$ cat config.mk
export PLATFORM = sky130hd
export DESIGN_NAME = essential_bit_sched
export DESIGN_NICKNAME = d
export VERILOG_FILES = /design/src/rtl/essential_bit_sched.sv
export SDC_FILE = /design/constraint.sdc
export NUM_CORES = 1
export LEC_CHECK = 0
export ABC_AREA = 1
export BUFFER_PORTS_ARGS = -buffer_cell sky130_fd_sc_hd__clkbuf_2
export CORE_MARGIN = 3
export CORE_UTILIZATION = 52
export CTS_BUF_LIST = sky130_fd_sc_hd__clkbuf_4
export DETAILED_ROUTE_END_ITERATION = 6
export GPL_TIMING_DRIVEN = 0
export PLACE_DENSITY = 0.88
export RECOVER_POWER = 50
export SLEW_MARGIN = 20
export SYNTH_ARGS = -nofsm -noshare
export SYNTH_HDL_FRONTEND = slang
export SYNTH_SLANG_ARGS = --single-unit
$ cat constraint.sdc
create_clock -name clk -period 4.5 [get_ports clk]
set_input_delay 0 -clock clk [delete_from_list [all_inputs] [get_ports clk]]
set_output_delay 0 -clock clk [all_outputs]
set_load 0.01 [all_outputs]
$ cat src/rtl/essential_bit_sched.sv
// ============================================================================
// essential_bit_sched
// ----------------------------------------------------------------------------
// Beat scheduler that feeds the bit-serial shift-and-add lanes. It holds one
// group of LANES 5-bit essential-bit masks. Each beat it emits, for every lane,
// the position of that lane's leading one. When the beat is accepted, it
// clears that bit. A group therefore lasts max(1, max popcount) beats
// instead of a fixed 5.
//
// Optional feature: define BITSIM_SCHED_STAT_EN to build the saturating
// beat/group statistics counters. Without it, stat_* are tied to zero and no
// counter flops exist.
//
// Parameters
//   LANES  number of weight lanes (1..16)
//   CNT_W  statistics counter width
//
// Ports
//   clk          rising-edge clock
//   rst_n        asynchronous active-low reset
//   in_valid     a new mask group is presented on in_mask
//   in_ready     the group on in_mask is accepted this cycle
//   in_mask      lane i at [5i+4:5i], bit 4 = MSB
//   out_valid    beat on out_shift/out_val is valid
//   out_ready    consumer accepts the beat
//   out_shift    per-lane shift code, lane i at [3i+2:3i] (bit4->0 .. bit0->4)
//   out_val      per-lane "bit present this beat"
//   out_last     final beat of the current group
//   stat_beats   saturating count of accepted beats
//   stat_groups  saturating count of completed groups
// ============================================================================
module essential_bit_sched #(
    parameter int LANES = 4,
    parameter int CNT_W = 16
) (
    input  logic                 clk,
    input  logic                 rst_n,
    input  logic                 in_valid,
    output logic                 in_ready,
    input  logic [LANES*5-1:0]   in_mask,
    output logic                 out_valid,
    input  logic                 out_ready,
    output logic [LANES*3-1:0]   out_shift,
    output logic [LANES-1:0]     out_val,
    output logic                 out_last,
    output logic [CNT_W-1:0]     stat_beats,
    output logic [CNT_W-1:0]     stat_groups
);

    typedef enum logic {
        IDLE = 1'b0,
        RUN  = 1'b1
    } state_t;

    state_t                state_reg;
    state_t                state_next;
    logic [LANES*5-1:0]    mask_reg;
    logic [LANES*5-1:0]    mask_next;

    // Per-lane encoder results, computed from the held mask only.
    logic [LANES*5-1:0]    mask_cleared;
    logic [LANES*3-1:0]    shift_enc;
    logic [LANES-1:0]      val_enc;
    logic                  all_clear;
    logic                  beat_fire;

    // ------------------------------------------------------------------------
    // Per-lane leading-one encoder and "mask after this beat"
    // ------------------------------------------------------------------------
    generate
        for (genvar gi = 0; gi < LANES; gi++) begin : g_lane
            logic [4:0] lane_m;
            logic [4:0] lane_clr;
            logic [2:0] lane_sh;

            assign lane_m = mask_reg[5*gi +: 5];

            always_comb begin
                lane_sh  = 3'd0;
                lane_clr = lane_m;
                if (lane_m[4]) begin
                    lane_sh     = 3'd0;
                    lane_clr[4] = 1'b0;
                end else if (lane_m[3]) begin
                    lane_sh     = 3'd1;
                    lane_clr[3] = 1'b0;
                end else if (lane_m[2]) begin
                    lane_sh     = 3'd2;
                    lane_clr[2] = 1'b0;
                end else if (lane_m[1]) begin
                    lane_sh     = 3'd3;
                    lane_clr[1] = 1'b0;
                end else if (lane_m[0]) begin
                    lane_sh     = 3'd4;
                    lane_clr[0] = 1'b0;
                end
            end

            assign shift_enc[3*gi +: 3]    = lane_sh;
            assign val_enc[gi]             = |lane_m;
            assign mask_cleared[5*gi +: 5] = lane_clr;
        end
    endgenerate

    // The beat is the last one when removing every leading one empties the
    // whole group. An all-zero group satisfies this on its single beat.
    assign all_clear = (mask_cleared == '0);
    assign beat_fire = out_valid && out_ready;

    // ------------------------------------------------------------------------
    // State register
    // ------------------------------------------------------------------------
    always_ff @(posedge clk or negedge rst_n) begin
        if (!rst_n) begin
            state_reg <= IDLE;
            mask_reg  <= '0;
        end else begin
            state_reg <= state_next;
            mask_reg  <= mask_next;
        end
    end

    // ------------------------------------------------------------------------
    // Next-state logic
    // ------------------------------------------------------------------------
    always_comb begin
        state_next = state_reg;
        mask_next  = mask_reg;
        case (state_reg)
            IDLE: begin
                if (in_valid) begin
                    state_next = RUN;
                    mask_next  = in_mask;
                end
            end
            RUN: begin
                if (beat_fire) begin
                    if (all_clear) begin
                        // Group terminator accepted: either chain straight
                        // into the next group or drop back to IDLE.
                        if (in_valid) begin
                            mask_next = in_mask;
                        end else begin
                            state_next = IDLE;
                            mask_next  = '0;
                        end
                    end else begin
                        mask_next = mask_cleared;
                    end
                end
            end
            default: begin
                state_next = IDLE;
                mask_next  = '0;
            end
        endcase
    end

    // ------------------------------------------------------------------------
    // Outputs: driven from state/mask only, except in_ready which must see
    // out_ready to allow bubble-free back-to-back groups.
    // ------------------------------------------------------------------------
    always_comb begin
        out_valid = 1'b0;
        out_val   = '0;
        out_shift = '0;
        out_last  = 1'b0;
        in_ready  = 1'b1;
        if (state_reg == RUN) begin
            out_valid = 1'b1;
            out_val   = val_enc;
            out_shift = shift_enc;
            out_last  = all_clear;
            in_ready  = out_ready && all_clear;
        end
    end

    // ------------------------------------------------------------------------
    // Statistics
    // ------------------------------------------------------------------------
`ifdef BITSIM_SCHED_STAT_EN
    logic [CNT_W-1:0] beats_reg;
    logic [CNT_W-1:0] groups_reg;

    always_ff @(posedge clk or negedge rst_n) begin
        if (!rst_n) begin
            beats_reg  <= '0;
            groups_reg <= '0;
        end else begin
            if (beat_fire && (beats_reg != '1)) begin
                beats_reg <= beats_reg + 1'b1;
            end
            if (beat_fire && out_last && (groups_reg != '1)) begin
                groups_reg <= groups_reg + 1'b1;
            end
        end
    end

    assign stat_beats  = beats_reg;
    assign stat_groups = groups_reg;
`else
    assign stat_beats  = '0;
    assign stat_groups = '0;
`endif

endmodule

==> results.sh, run 1 <==
export IMPL_status="completed"
export IMPL_combPwrFrac_pct=64.5
export IMPL_cts_resized=0
export IMPL_dieArea_um2=4053
export IMPL_synth_simple_area_share_pct=33.00
export IMPL_rows=20
export IMPL_drt_iter0_drc=92
export IMPL_synthesis_area_um2=1729
export IMPL_finalHoldViolations=0
export IMPL_arrival_ps=2340
export IMPL_nets=376
export IMPL_postCtsSetupRepairBufs=0
export IMPL_grt_pass1_vias=1710
export IMPL_drc=0
export IMPL_clockRootBuffer="clkbuf_4"
export IMPL_nFillCells=265
export IMPL_cp_max_fo=5
export IMPL_setup_worst_path_class="reg -> reg"
export IMPL_die_height_um=63.67
export IMPL_hold_worst_slack_ps=1.497
export IMPL_regArea_um2=525.5
export IMPL_r2r_slack_ps=2370
export IMPL_drtPass1Iterations=4
export IMPL_hpwl_mm=3.105
export IMPL_area_growth_syn_to_layout_pct=34.37
export IMPL_seqPwrFrac_pct=27.8
export IMPL_wl_per_cell_um=10.70
export IMPL_finalClockSkew_ps=1.254
export IMPL_fmax_mhz=470.0
export IMPL_cts_num_sinks=21
export IMPL_clockPowerShare_pct=7.7
export IMPL_r2r_cells=9
export IMPL_io_pins=75
export IMPL_p_sw_w=0.0006486
export IMPL_synth_compound_area_share_pct=13.46
export IMPL_place_congestion=0.8595
export IMPL_diodes=0
export IMPL_wl_mm=4.228
export IMPL_syn_inst=253
export IMPL_synth_distinct_cells=20
export IMPL_setup_viol=0
export IMPL_cp_end_kind="register"
export IMPL_synth_fa_ha_area_share_pct=0
export IMPL_synth_top_family_by_area="simple AND/OR/NAND/NOR gates"
export IMPL_min_to="mask_reg[7]"
export IMPL_yosys_register_bits=21
export IMPL_io_buffers=42
export IMPL_grtUsageTotal_pct=21.92
export IMPL_yosysWarnings=0
export IMPL_vdd_drop_max_v=0.0003068
export IMPL_drive_above_1_share_pct=28.21
export IMPL_multi_input_area_um2=908.4
export IMPL_initial_core_util_pct=55.73
export IMPL_cts_tree="built"
export IMPL_fin_setup_tns_ps=0
export IMPL_syn_avg_cell_area_um2=6.835
export IMPL_layout_min_cycle_time_ps=2128
export IMPL_cts_made_buffers=3
export IMPL_grt_start_max_net_pins=22
export IMPL_largest_reg_flops=20
export IMPL_p_sw_share_pct=51.11
export IMPL_clock_path_buffers=2
export IMPL_vias=1785
export IMPL_power_density_nw_per_um2=546.2
export IMPL_synth_mux_area_share_pct=0
export IMPL_die_w_um=63.67
export IMPL_clk_pin_slew_ps=120
export IMPL_reg2reg_from="mask_reg[19]"
export IMPL_min_from="in_mask[7]"
export IMPL_grt_setup_unrepaired="no"
export IMPL_post_route_period_util_pct=47.28
export IMPL_htreeDepth=1
export IMPL_relSlewSlack_pct=20.15
export IMPL_clk_latency_ps=320
export IMPL_crit_required_ps=4720
export IMPL_maxCapViolCount=0
export IMPL_grt_pass1_wl_mm=7.120
export IMPL_antenna_found_initial=0
export IMPL_startpoint_type="register"
export IMPL_ant_nets=0
export IMPL_placeableCoreArea_um2=3103
export IMPL_internal_power_w=0.0006205
export IMPL_yosysSeqAreaShare_pct=30.39
export IMPL_synthXorXnorAreaFrac_pct=0
export IMPL_hold_depth=5
export IMPL_viasPerCell=4.519
export IMPL_timing_rr_end="state_reg"
export IMPL_worstMarginPinSlew_ps=1198
export IMPL_holdCritPathClass="in -> reg"
export IMPL_gr_total_overflow=0
export IMPL_report_final_slew_viol_count=0
export IMPL_leakage_nw=1.324
## cells in the final DEF (no fill, tap or decap)
| cell | n |
|---|---|
| buf_4 | 32 |
| dlygate4sd3_1 | 21 |
| nand4_1 | 1 |
| clkbuf_4 | 3 |
| nor2_2 | 4 |
| a31oi_1 | 4 |
| clkbuf_1 | 14 |
| nor2_1 | 28 |
| o21ai_0 | 15 |
| dfrtp_1 | 21 |
| clkinv_2 | 1 |
| conb_1 | 32 |
| nor3_1 | 8 |
| nand3_1 | 5 |
| clkbuf_2 | 34 |
| buf_12 | 1 |
| inv_1 | 29 |
| a21oi_1 | 16 |
| nor2_4 | 5 |
| buf_2 | 1 |
| nand2_2 | 11 |
| a21oi_2 | 6 |
| nand2_4 | 1 |
| nand2_1 | 58 |
## cell usage after synthesis, drive strengths merged
master,count,area share (%)
nor3,8,2.3
clkbuf,6,1.3
a21oi,22,7.7
nand4,1,1.2
dfrtp,21,30
nand2,70,17
buf,34,15
o21ai,15,4.3
nor2,37,11
a31oi,4,1.4
inv,29,6.3
conb,1,0.22
nand3,5,1.4
## per-stage QoR
stage / power, W / instances / worst slack, ps / utilization [%] / cell area [µm²]
6_report: 0.001269 / 395 / 2372 / 74.88 / 2323
5_1_grt: 0.001398 / 395 / 2178 / 74.88 / 2323
4_1_cts: 0.001295 / 395 / 2345 / 75.69 / 2349
3_5_place_dp: 0.001181 / 370 / 2772 / 68.02 / 2111
3_3_place_gp: 0.001163 / 370 / 2743 / 68.02 / 2111
2_1_floorplan: 0.0009533 / 284 / 2944 / - / 1846
## layout make-up
class / instances / area share [%]
clock buffer: 3 / 0.9693
buffer: 40 / 12.39
tap: 44 / 2.369
multi-input combinational: 194 / 39.10
sequential: 21 / 22.62
clock inverter: 1 / 0.2154
timing repair buffer: 63 / 17.66
inverter: 29 / 4.685
## what timing repair did
| action | in CTS | in global routing |
|---|---|---|
| endpoints found under the setup margin | 0 | 0 |
| hold buffers | 21 | 0 |
| endpoints found under the hold margin | 40 | 0 |
## how the worst max path moves through the flow
stage                 start            to  slack [ps]  cells past startpoint
6_report       mask_reg[19]     state_reg        2370                      9
3_3_place_gp      state_reg  mask_reg[14]        2740                      5
4_1_cts        mask_reg[19]     state_reg        2340                      9
3_5_place_dp      state_reg  mask_reg[17]        2770                      5
2_1_floorplan  mask_reg[19]     state_reg        2940                      8
5_1_grt         mask_reg[6]     state_reg        2180                      9
## power by group through the flow
stage               clock network, W  logic, W  registers, W
floorplan                          0  0.000614      0.000339
global placement                   0  0.000811      0.000353
detailed placement                 0  0.000826      0.000355
CTS                        0.0000983  0.000845      0.000352
global route                0.000106  0.000930      0.000362
finish                     0.0000979  0.000819      0.000353
## cells by family after synthesis
family	after synthesis
flip-flops	21
AO/OA/AOI/OAI	41
other	1
AND/OR/NAND/NOR	121
buffers and inverters	69
## per-layer routing
| layer | global-route usage, % | part of all wire [%] | vias to the layer above | wire length, µm |
|---|---|---|---|---|
| li1 | - | - | 923 | - |
| met1 | 24.06 | 39 | 794 | 1660 |
| met2 | 41.07 | 52 | 61 | 2211 |
| met3 | 3.743 | 6.9 | 7 | 290 |
| met4 | 8.895 | 1.5 | 0 | 65 |
| met5 | 0 | 0 | - | 0 |
## worst max-delay path, cell delays in order (launching register included)
cell and delay [ps]:
dfrtp_1 470, nor2_4 200, nor2_2 60, nor2_1 140, nand2_1 100, nor2_4 90, nand3_1 100, o21ai_0 220
nand2_1 70, dlygate4sd3_1 560
Note: power is estimated with default switching activity, not from simulation.
==> run 2, diff against run 1 <==
Settings changed: CORE_UTILIZATION 52 to 45, PLACE_DENSITY 0.88 to 0.81.
Clock period 4.5 ns to 1.9 ns, I/O delays scaled along.
==> results.sh, run 2 (same netlist as run 1, synthesis figures left out) <==
export IMPL_status="completed"
export IMPL_top_layer_used="met3"
export IMPL_wl_met2_mm=2.272
export IMPL_cts_made_buffers=3
export IMPL_p_sw_w=0.001651
export IMPL_layout_min_cycle_time_ps=1805
export IMPL_dpl_cell_count=372
export IMPL_viasPerCell=4.466
export IMPL_antenna_found_initial=0
export IMPL_clk_latency_ps=310
export IMPL_vias=1782
export IMPL_drtPass1Iterations=4
export IMPL_largest_reg_flops=20
export IMPL_setup_viol=0
export IMPL_grtUsageTotal_pct=18.88
export IMPL_area_growth_syn_to_layout_pct=38.06
export IMPL_relSlewSlack_pct=18.23
export IMPL_final_common_cell="nand2_1"
export IMPL_slowest_delay_ps=470
export IMPL_diodes=0
export IMPL_crit_buf_inv=1
export IMPL_maxCapViolCount=0
export IMPL_finalPower_w=0.003208
export IMPL_grt_pass1_wl_mm=6.734
export IMPL_place_congestion=0.8174
export IMPL_fin_setup_tns_ps=0
export IMPL_die_height_um=67.99
export IMPL_crit_required_ps=1900
export IMPL_wl_per_cell_um=11.19
export IMPL_clockRootBuffer="clkbuf_4"
export IMPL_seqPwrFrac_pct=27.0
export IMPL_holdCritPathClass="in -> reg"
export IMPL_arrival_ps=1810
export IMPL_drc=0
export IMPL_hold_worst_slack_ps=11.11
export IMPL_startpoint_type="register"
export IMPL_clk_pin_slew_ps=120
export IMPL_clock_path_buffers=2
export IMPL_p_sw_share_pct=51.46
export IMPL_worstMarginPinSlew_ps=1226
export IMPL_power_density_nw_per_um2=1344
export IMPL_nFillCells=338
export IMPL_io_pins=75
export IMPL_finalClockSkew_ps=1.980
export IMPL_final_util_pct=67.80
export IMPL_crit_chain="nor2_4, nor2_1, nor2_1, nand2_1, nor2_4, nand3_2, nor2_1, buf_2"
export IMPL_gr_total_overflow=0
export IMPL_die_w_um=67.99
export IMPL_dieArea_um2=4623
export IMPL_wl_mm=4.465
export IMPL_post_route_period_util_pct=95.02
export IMPL_worst_path_most_repeated_cell="nor2_1"
export IMPL_grt_start_max_net_pins=22
export IMPL_final_cell_mix="nand2_1 (58), clkbuf_2 (36), buf_4 (35), conb_1 (32), inv_1 (29)"
export IMPL_grt_setup_unrepaired="no"
export IMPL_io_buffers=42
export IMPL_grt_pass1_vias=1569
export IMPL_rows=21
export IMPL_clockPowerShare_pct=7.6
export IMPL_placeableCoreArea_um2=3521
export IMPL_leakage_nw=1.347
export IMPL_ant_nets=0
export IMPL_stdcell_count=399
export IMPL_combPwrFrac_pct=65.4
export IMPL_fmax_mhz=553.9
export IMPL_initial_core_util_pct=49.11
export IMPL_report_final_slew_viol_count=0
export IMPL_drive_above_1_share_pct=32.29
export IMPL_drt_iter0_drc=85
export IMPL_cpMaxStageDelayCell="dfrtp_2"
export IMPL_hpwl_mm=3.173
export IMPL_nets=378
export IMPL_cpLargestDelayFamily="simple AND/OR/NAND/NOR gates"
export IMPL_vdd_drop_max_v=0.0009016
export IMPL_wl_met3_um=297
export IMPL_internal_power_w=0.001557
export IMPL_cts_num_sinks=21
export IMPL_htreeDepth=1
export IMPL_cp_max_fo=5
export IMPL_finalHoldViolations=0
export IMPL_wl_met1_mm=1.894
export IMPL_cp_end_kind="output pin"
export IMPL_setup_worst_path_class="reg -> out"
export IMPL_cts_tree="built"
## run 2: changes by cell type in the layout (fill, tap and decap cells not counted), sizes merged
cell	change
buf	+4
clkinv	-1
dlygate4sd3	-1
## run 2: layout make-up
type | instances | area [µm²] | share of cell area [%]
inverters | 29 | 108.9 | 4.560
plain buffers | 40 | 289.0 | 12.11
well taps | 46 | 57.56 | 2.411
repair buffers | 65 | 425.4 | 17.82
flip-flops and latches | 21 | 531.8 | 22.27
clock buffers | 4 | 30.03 | 1.258
multi-input cells | 194 | 944.7 | 39.57
## run 2: metrics by stage
stage	instance area [µm²]	setup WS, ps
floorplan	1846	343.9
global placement	2113	143.3
detailed placement	2113	127.3
CTS	2344	37.56
global route	2387	2.406
finish	2387	94.70
## run 2: final timing paths
check	slack, ps	cells past startpoint	from	to
worst max-delay path	90	8	mask_reg[14]	out_last
worst min-delay path	10	5	in_mask[7]	mask_reg[7]
worst max register to register	140	10	mask_reg[14]	mask_reg[16]
worst min register to register	560	2	mask_reg[7]	mask_reg[7]
max in group asynchronous	640	2	rst_n	mask_reg[18]
min in group asynchronous	450	2	rst_n	mask_reg[1]
## run 2: timing repair
action                                  4_1_cts  5_1_grt
buffers inserted                              0        3
resized for setup                             1       13
hold buffers                                 20        0
hold endpoints to repair                     39        0
endpoints found under the setup margin        1       12
pin swaps                                     0        4
## run 2: worst min-delay path: cells and delay by family
family | cells | cell delay [ps]
buffers and inverters | 2 | 140
AND/OR/NAND/NOR | 2 | 100
AO/OA/AOI/OAI | 1 | 60
## run 2: routing by layer
metal	global-route usage, %	vias up
met1	23.67	793
met5	0	-
li1	-	925
met4	4.467	0
met2	32.97	64
met3	3.941	0
## run 2: power by group through the flow
stage                     combinational (W)  clock (W)  sequential [W]
after CTS                           0.00202   0.000248        0.000836
final                               0.00210   0.000244        0.000865
after floorplan                     0.00146          0        0.000803
after global placement              0.00194          0        0.000839
after global routing                0.00233   0.000263        0.000890
after detailed placement            0.00198          0        0.000846
==> run 3, diff against run 2 <==
Settings changed: ABC_AREA 1 to not set, CORE_UTILIZATION 45 to 47.
==> results.sh, run 3 <==
export IMPL_status="finished, violations left"
export IMPL_violations="setup timing"
export IMPL_crit_buf_inv=2
export IMPL_clock_path_buffers=2
export IMPL_synth_top_area_cell="dfrtp_1"
export IMPL_crit_chain="o41ai_2, and4_1, nand4_4, buf_8, o31ai_4, clkbuf_2"
export IMPL_fmax_mhz=494.8
export IMPL_yosys_top_cells_area="dfrtp_1 (25%), buf_4 (12%), o31ai_2 (9.0%)"
export IMPL_grt_setup_unrepaired="yes"
export IMPL_syn_avg_cell_area_um2=8.507
export IMPL_htreeDepth=1
export IMPL_synth_edf_count=0
export IMPL_antenna_found_initial=0
export IMPL_post_route_period_util_pct=106.4
export IMPL_combPwrFrac_pct=74.9
export IMPL_io_pins=75
export IMPL_die_w_um=72.46
export IMPL_crit_required_ps=1900
export IMPL_final_cell_mix="buf_4 (51), clkbuf_2 (40), conb_1 (32), nor2_1 (22), dlygate4sd3_1 (17)"
export IMPL_wl_per_cell_um=16.00
export IMPL_p_sw_w=0.002404
export IMPL_grt_pass1_vias=2013
export IMPL_synthesis_area_um2=2076
export IMPL_drt_iter0_drc=267
export IMPL_hpwl_mm=4.105
export IMPL_final_common_cell="buf_4"
export IMPL_startpoint="mask_reg[17]"
export IMPL_crit_end="in_ready"
export IMPL_startpoint_type="register"
export IMPL_setup_viol=4
export IMPL_drc=0
export IMPL_nets=376
export IMPL_vias=2204
export IMPL_synth_most_common_cell="buf_4"
export IMPL_worstMarginPinSlew_ps=1299
export IMPL_finalHoldViolations=0
export IMPL_cts_tree="built"
export IMPL_finalClockSkew_ps=7.344
export IMPL_placedInstanceArea_um2=2460
export IMPL_setup_ws_ps=-121.1
export IMPL_ys_async_sr_fraction_pct=100.0
export IMPL_dieArea_um2=5250
export IMPL_synth_common_cells="buf_4 (33), nor2_1 (22), dfrtp_1 (21)"
export IMPL_arrival_ps=2020
export IMPL_cpMaxStageDelayCell="dfrtp_2"
export IMPL_cts_num_sinks=21
export IMPL_drtPass1Iterations=5
export IMPL_holdCritPathClass="in -> reg"
export IMPL_place_ws_ps=-1.889
export IMPL_wl_met3_um=557
export IMPL_wl_met2_mm=3.190
export IMPL_diodes=0
export IMPL_maxCapViolCount=0
export IMPL_p_sw_share_pct=50.36
export IMPL_cp_end_kind="output pin"
export IMPL_cpLargestDelayFamily="compound AO/OA/AOI/OAI gates"
export IMPL_finalPower_w=0.004773
export IMPL_synth_distinct_cells=43
export IMPL_nFillCells=344
export IMPL_slowest_delay_ps=470
export IMPL_drive_above_1_share_pct=41.60
export IMPL_largest_reg_flops=20
export IMPL_placeableCoreArea_um2=4115
export IMPL_setup_worst_path_class="reg -> out"
export IMPL_grtUsageTotal_pct=24.42
export IMPL_wl_met1_mm=2.615
export IMPL_yosysSeqAreaShare_pct=25.32
export IMPL_clockPowerShare_pct=5.2
export IMPL_wl_mm=6.418
export IMPL_relSlewSlack_pct=13.42
export IMPL_clockRootBuffer="clkbuf_4"
export IMPL_report_final_slew_viol_count=0
export IMPL_yosysWarnings=0
export IMPL_clk_latency_ps=320
export IMPL_leakage_nw=1.377
export IMPL_rows=23
export IMPL_timing_rr_end="mask_reg[4]"
export IMPL_syn_inst=244
export IMPL_top_layer_used="met4"
export IMPL_viasPerCell=5.496
export IMPL_grt_start_max_net_pins=22
export IMPL_yosys_register_bits=21
export IMPL_gr_total_overflow=0
export IMPL_grt_pass1_wl_mm=10.09
export IMPL_io_buffers=41
export IMPL_cp_max_fo=5
export IMPL_initial_core_util_pct=50.44
export IMPL_cts_made_buffers=3
export IMPL_synthDominantCellAreaShare_pct=25.32
export IMPL_place_congestion=0.9150
export IMPL_reg2reg_from="state_reg"
export IMPL_internal_power_w=0.002369
export IMPL_area_growth_syn_to_layout_pct=37.61
export IMPL_ant_nets=0
export IMPL_seqPwrFrac_pct=19.8
export IMPL_power_density_nw_per_um2=1671
export IMPL_synth_ff_type="dfrtp_1"
export IMPL_stdcell_area_um2=2856
export IMPL_r2r_slack_ps=20
export IMPL_worst_path_stages=6
export IMPL_die_height_um=72.46
export IMPL_layout_min_cycle_time_ps=2021
export IMPL_clk_pin_slew_ps=130
export IMPL_r2r_cells=5
export IMPL_vdd_drop_max_v=0.001155
-- run 3: power groups by stage --
stage	Clock, W	Sequential, W	Combinational, W
after floorplan	0	0.000799	0.00220
after global placement	0	0.000841	0.00290
after detailed placement	0	0.000856	0.00294
after CTS	0.000253	0.000924	0.00347
after global routing	0.000270	0.000975	0.00382
final	0.000250	0.000947	0.00358
-- run 3: area by class of cell --
class                           instances  area [µm²]  area share [%]
Timing Repair Buffer                   77       515.5           18.05
Inverter                                7       26.28          0.9198
Multi-Input combinational cell        193        1330           46.56
Clock buffer                            4       30.03           1.051
Sequential cell                        21       534.3           18.70
Tap cell                               50       62.56           2.190
Buffer                                 49       357.8           12.53
-- run 3: cells by family after synthesis --
logic type	after synthesis	synth area share, %
fa+ha+maj	1	0.4822
mux	23	11.57
flops	21	25.32
compound gates	62	25.14
other cells	1	0.1807
buf+inv	61	18.63
simple gates	75	18.69
-- run 3: layer usage --
metal	up-vias	track usage, %
met5	-	0
met1	1030	32.42
met4	0	6.148
li1	1034	-
met2	132	41.76
met3	8	3.463
-- run 3: repair_timing --
action,in CTS,in global routing
hold endpoints to repair,37,0
hold buffers,17,0
endpoints found under the setup margin,13,20
buffers inserted,18,1
resized for setup,20,4
pin swaps,6,1
-- run 3: stage by stage --
stage	utilization [%]	hold WS (ps)	cells	setup TNS (ps)
global route	69.41	80.57	401	-1439
finish	69.41	34.15	401	-262.2
global placement	59.78	17.26	366	0
detailed placement	59.78	23.43	366	-1.889
floorplan	-	-295.6	275	0
CTS	69.23	27.33	400	-160.3
-- run 3: worst register-to-register path, delay by kind of cell, from the launching register on --
family / cells / cell delay (ps)
multiplexers: 2 / 890
flip-flops: 1 / 370
buffers and inverters: 1 / 320
AND/OR/NAND/NOR: 1 / 100
AO/OA/AOI/OAI: 1 / 80
-- run 3: worst min-delay path by stage --
| stage | startpoint | end | slack [ps] | cells past startpoint |
|---|---|---|---|---|
| after floorplan | rst_n | mask_reg[0] | -300 | 0 |
| after global placement | rst_n | mask_reg[13] | 20 | 1 |
| after detailed placement | rst_n | mask_reg[12] | 20 | 1 |
| after CTS | in_mask[19] | mask_reg[19] | 30 | 4 |
| after global routing | in_mask[14] | mask_reg[14] | 80 | 4 |
| final | in_mask[19] | mask_reg[19] | 30 | 4 |
